==> config.mk <==
export PLATFORM = sky130hd
export DESIGN_NAME = nspi_rx
export DESIGN_NICKNAME = d
export VERILOG_FILES = /design/src/rtl/nspi_rx.sv
export SDC_FILE = /design/constraint.sdc
export NUM_CORES = 1
export LEC_CHECK = 0
export CORE_MARGIN = 4
export CORE_UTILIZATION = 30
export CTS_CLUSTER_SIZE = 8
export DETAILED_ROUTE_END_ITERATION = 7
export GPL_ROUTABILITY_DRIVEN = 0
export HOLD_SLACK_MARGIN = 0.15
export PLACE_DENSITY_LB_ADDON = 0.2
export SLEW_MARGIN = 15
export SYNTH_ARGS = -nofsm -noshare
export SYNTH_HDL_FRONTEND = slang
export SYNTH_SLANG_ARGS = --single-unit
==> constraint.sdc <==
create_clock -name clk -period 1.8 [get_ports clk]
set_input_delay 0.27 -clock clk [delete_from_list [all_inputs] [get_ports clk]]
set_output_delay 0.27 -clock clk [all_outputs]
set_load 0.02 [all_outputs]
==> src/rtl/nspi_rx.sv <==
`default_nettype none
// ---------------------------------------------------------------------------
// nspi_rx : multi-channel SPI receiver, oversampled by clk, one word per channel
// Revision 1.0
// ---------------------------------------------------------------------------
module nspi_rx #(
   parameter int CHANNEL_NUMBER = 3,
   parameter int SPI_SIZE       = 8,
   parameter bit MSB_FIRST      = 1'b1,
   parameter int TIMEOUT_CYCLES = 64
) (
   input  logic                      clk,
   input  logic                      rst,
   input  logic                      enable,
   input  logic                      spi_clk,
   input  logic [CHANNEL_NUMBER-1:0] spi_mosi,
   output logic [SPI_SIZE-1:0]       data_out [CHANNEL_NUMBER-1:0],
   output logic                      data_valid,
   output logic                      frame_error,
   output logic                      busy
);

   localparam int CW = $clog2(SPI_SIZE);
   localparam int TW = $clog2(TIMEOUT_CYCLES + 1);
   localparam logic [CW-1:0] LAST_BIT = CW'(SPI_SIZE - 1);
   localparam logic [TW-1:0] TMO_LAST = TW'(TIMEOUT_CYCLES - 1);
   localparam logic [TW-1:0] TMO_MAX  = TW'(TIMEOUT_CYCLES);

   typedef enum logic [0:0] {
      IDLE    = 1'b0,
      RECEIVE = 1'b1
   } state_t;

   state_t state, state_next;

   logic s1, s2, s3;
   logic [CHANNEL_NUMBER-1:0] m1, m2;
   logic spi_edge;

   logic [CW-1:0] bit_cnt;
   logic [CW-1:0] idx;
   logic [TW-1:0] to_cnt;
   logic [SPI_SIZE-1:0] shreg     [CHANNEL_NUMBER-1:0];
   logic [SPI_SIZE-1:0] word_next [CHANNEL_NUMBER-1:0];

   logic capture, done, tmo;

   // spi_clk sync resets high so a clock held high across reset release is not an edge
   always_ff @(posedge clk) begin
      if (!rst) begin
         s1 <= 1'b1;
         s2 <= 1'b1;
         s3 <= 1'b1;
         m1 <= '0;
         m2 <= '0;
      end else begin
         s1 <= spi_clk;
         s2 <= s1;
         s3 <= s2;
         m1 <= spi_mosi;
         m2 <= m1;
      end
   end

   assign spi_edge = s2 & ~s3;

   always_ff @(posedge clk) begin
      if (!rst) begin
         state <= IDLE;
      end else begin
         state <= state_next;
      end
   end

   always_comb begin
      state_next = state;
      capture    = 1'b0;
      done       = 1'b0;
      tmo        = 1'b0;
      busy       = 1'b0;
      case (state)
         IDLE: begin
            if (enable && spi_edge) begin
               capture    = 1'b1;
               state_next = RECEIVE;
            end
         end
         RECEIVE: begin
            busy = 1'b1;
            if (!enable) begin
               state_next = IDLE;
            end else if (spi_edge) begin
               // an edge takes priority over a coincident timeout expiry
               capture = 1'b1;
               if (bit_cnt == LAST_BIT) begin
                  done       = 1'b1;
                  state_next = IDLE;
               end
            end else if (to_cnt == TMO_LAST) begin
               tmo        = 1'b1;
               state_next = IDLE;
            end
         end
         default: state_next = IDLE;
      endcase
   end

   always_comb begin
      idx = MSB_FIRST ? (LAST_BIT - bit_cnt) : bit_cnt;
      for (int c = 0; c < CHANNEL_NUMBER; c++) begin
         word_next[c]      = shreg[c];
         word_next[c][idx] = m2[c];
      end
   end

   always_ff @(posedge clk) begin
      if (!rst) begin
         bit_cnt     <= '0;
         to_cnt      <= '0;
         data_valid  <= 1'b0;
         frame_error <= 1'b0;
         for (int c = 0; c < CHANNEL_NUMBER; c++) begin
            shreg[c]    <= '0;
            data_out[c] <= '0;
         end
      end else begin
         data_valid  <= done;
         frame_error <= tmo;
         for (int c = 0; c < CHANNEL_NUMBER; c++) begin
            if (capture) begin
               shreg[c] <= word_next[c];
            end
            if (done) begin
               data_out[c] <= word_next[c];
            end
         end
         if (state_next == IDLE) begin
            bit_cnt <= '0;
         end else if (capture) begin
            bit_cnt <= bit_cnt + 1'b1;
         end
         // saturating so a stalled link can never wrap back below the limit
         if (capture || state_next == IDLE) begin
            to_cnt <= '0;
         end else if (to_cnt != TMO_MAX) begin
            to_cnt <= to_cnt + 1'b1;
         end
      end
   end

endmodule
`default_nettype wire

==> impl_metrics.env, run 1 <==
export IMPL_place_hpwl_um=3978
export IMPL_yosysSeqAreaShare_pct=57.70
export IMPL_yosysMostFrequentCell="dfxtp_1"
export IMPL_die_w_um=105.4
export IMPL_layout_drive_gt1_share_pct=11.07
export IMPL_cts_tree="yes"
export IMPL_syn_avg_cell_area_um2=11.07
export IMPL_synth_area_um2=2845
export IMPL_synthDominantCellAreaShare_pct=32.37
export IMPL_placementRows=35
export IMPL_die_y_um=105.4
export IMPL_crit_family="buffers and inverters"
export IMPL_critPathKind="register to primary output"
export IMPL_clock_skew_ps=9.785
export IMPL_io_pins=34
export IMPL_grt_pass1_vias=1869
export IMPL_synth_area_leader_cell="dfxtp_1"
export IMPL_ir_drop_v=0.0003241
export IMPL_hold_path_class="register to register"
export IMPL_die_area_um2=11110
export IMPL_yosys_top_cells_area="dfxtp_1, edfxtp_1, mux2i_1"
export IMPL_drtIter0Drc=94
export IMPL_viasPerCell=4.660
export IMPL_finalSetupTns_ps=0
export IMPL_crit_buf_inv=1
export IMPL_ys_warn_count=0
export IMPL_portBuffers=33
export IMPL_htreeDepth=3
export IMPL_end_kind="primary output"
export IMPL_post_route_period_util_pct=89.11
export IMPL_cts_sinks=70
export IMPL_firstDrtPassIters=4
export IMPL_worst_hold_slack_ps=400.8
export IMPL_rsz0062_at_grt="no"
export IMPL_ff2ff_setup_slack_ps=220
export IMPL_critical_path_arrival_ps=1330
export IMPL_cap_violations=0
export IMPL_power_density_nw_per_um2=910.8
export IMPL_cts_resized=0
export IMPL_insertion_delay_ps=350
export IMPL_cts_hold_buffers=0
export IMPL_nNetsFinal=304
export IMPL_cts_root_buffer="clkbuf_8"
export IMPL_drc=0
export IMPL_synth_async_sr_flop_share_pct=0
export IMPL_power_static_leakage_uw=0.001314
export IMPL_slew_headroom_pct=46.01
export IMPL_postCtsSetupBuffers=0
export IMPL_core_area_um2=9240
export IMPL_wl_um=5996
export IMPL_setup_violations=0
export IMPL_required_ps=1530
export IMPL_slew_viol_final=0
export IMPL_synth_edf_count=24
export IMPL_nFillCells=921
export IMPL_overflow=0
export IMPL_clockBufferDepth=2
export IMPL_grt_pass1_wl_um=9749
export IMPL_fmax_mhz=623.5
export IMPL_fin_crit_ps=1604
export IMPL_num_vias=1990
export IMPL_routedWlPerCell_um=14.04
export IMPL_clk_pin_slew_ps=80
export IMPL_synthCells=257
export IMPL_crit_fanout=4
export IMPL_ant_nets=0
export IMPL_final_util_pct=39.12
export IMPL_cts_buffers=9
export IMPL_diodes=0
export IMPL_ys_top_cells_by_count="dfxtp_1, a21oi_1, nor2_1"
export IMPL_start_util_pct=30.79
export IMPL_tightestPinTransition_ps=808.9
export IMPL_hold_violations=0
export IMPL_ys_seq_elements=70
export IMPL_grt_max_degree=26
export IMPL_crit_path_start_kind="register"
export IMPL_area_growth_pct=27.04
export IMPL_status="completed"
export IMPL_antenna_found_initial=0
export IMPL_critPathSlowestCell="clkdlybuf4s50_1"
export IMPL_max_stage_delay_ps=620
export IMPL_path_cells="clkdlybuf4s50_1"
export IMPL_synth_cell_type_count=32
export IMPL_synth_nets=268
export IMPL_synth_main_ff_cell="dfxtp_1"
export IMPL_track_usage_pct=11.20
==> kinds of logic (layout without fill, tap and decap cells) <==
| group | after synthesis | after routing | share of synthesized area (%) |
|---|---|---|---|
| xor gates and xnor gates | 4 | 4 | 1.232 |
| buffers and inverters | 23 | 64 | 3.430 |
| muxes | 26 | 26 | 9.147 |
| and+or+nand+nor | 70 | 70 | 13.76 |
| adders and majority gates | 4 | 4 | 1.759 |
| AOI/OAI and AO/OA | 60 | 60 | 12.97 |
| DFF | 70 | 70 | 57.70 |
==> final cells by class <==
cell class | count | area, um^2 | share of cell area, %
Timing Repair Buffer | 45 | 457.9 | 12.67
Clock buffer | 9 | 123.9 | 3.427
Multi-Input combinational cell | 164 | 1106 | 30.60
Clock inverter | 7 | 111.4 | 3.081
Tap cell | 129 | 161.4 | 4.465
Sequential cell | 70 | 1643 | 45.45
Inverter | 3 | 11.26 | 0.3115
==> through the flow <==
step	instance area, um^2	power [uW]	setup WS (ps)	cells
floorplan	2845	1759	19.72	257
global placement	3378	1802	125.4	411
detailed placement	3378	1803	99.97	411
CTS	3613	3330	130.8	427
global route	3615	3407	38.63	427
finish	3615	3292	196.0	427
==> worst paths after layout <==
kind | start | endpoint | cells after the start
max | state | busy | 1
min | s1 | s2 | 1
max reg2reg | bit_cnt[1] | data_out[15] | 6
min reg2reg | s1 | s2 | 1
==> registers in the layout, summed over array words and instances, names as in the netlist <==
name	cells
data_out	24
shreg	24
to_cnt	7
bit_cnt	3
m1	3
m2	3
data_valid	1
frame_error	1
s1	1
s2	1
s3	1
state	1
==> cell usage in the layout (no fill, tap or decap), types with 3 or more instances in the layout <==
| cell | netlist | routed |
|---|---|---|
| o21ai_0 | 4 | 4 |
| clkbuf_8 | 0 | 9 |
| nand3_1 | 3 | 3 |
| clkdlybuf4s50_1 | 0 | 33 |
| ha_1 | 4 | 4 |
| a21oi_1 | 29 | 29 |
| nand3b_1 | 5 | 5 |
| bufinv_16 | 0 | 3 |
| buf_12 | 0 | 3 |
| dfxtp_1 | 46 | 45 |
| and2_1 | 7 | 7 |
| buf_4 | 0 | 9 |
| a211oi_1 | 24 | 24 |
| nor3_1 | 3 | 3 |
| mux2i_1 | 26 | 26 |
| nor2_1 | 28 | 28 |
| inv_1 | 3 | 3 |
| nand2b_1 | 6 | 6 |
| nor3b_2 | 3 | 3 |
| edfxtp_1 | 24 | 24 |
| xor2_1 | 3 | 3 |
| nand2_1 | 4 | 4 |
==> layer usage <==
layer / routed length (um) / GRT usage [%] / vias up
met3: 325 / 3.307 / 12
met1: 3009 / 15.30 / 932
met5: 0 / 0 / -
li1: - / - / 995
met2: 2524 / 15.98 / 51
met4: 136 / 5.623 / 0
==> where the power goes <==
part	total (uW)	switching (uW)	leakage, uW	internal, uW
logic	88.2	51.0	0.000574	37.2
clock network	1530	614	0.000119	914
registers	1680	15.2	0.000621	1660
total	3290	680	0.00131	2610
Power figures use the tool's default switching activity.
==> inputs of run 2 (changes only) <==
--- a/config.mk
+++ b/config.mk
@@ -5,13 +5,16 @@
 export SDC_FILE = /design/constraint.sdc
 export NUM_CORES = 1
 export LEC_CHECK = 0
+export CAP_MARGIN = 20
 export CORE_MARGIN = 4
 export CORE_UTILIZATION = 30
+export CTS_BUF_LIST = sky130_fd_sc_hd__clkbuf_4 sky130_fd_sc_hd__clkbuf_8
 export CTS_CLUSTER_SIZE = 8
 export DETAILED_ROUTE_END_ITERATION = 7
 export GPL_ROUTABILITY_DRIVEN = 0
 export HOLD_SLACK_MARGIN = 0.15
 export PLACE_DENSITY_LB_ADDON = 0.2
+export SKIP_LAST_GASP = 1
 export SLEW_MARGIN = 15
 export SYNTH_ARGS = -nofsm -noshare
 export SYNTH_HDL_FRONTEND = slang
==> results of run 2 <==
The final DEF is identical to that of run 1; final timing and power are the same.
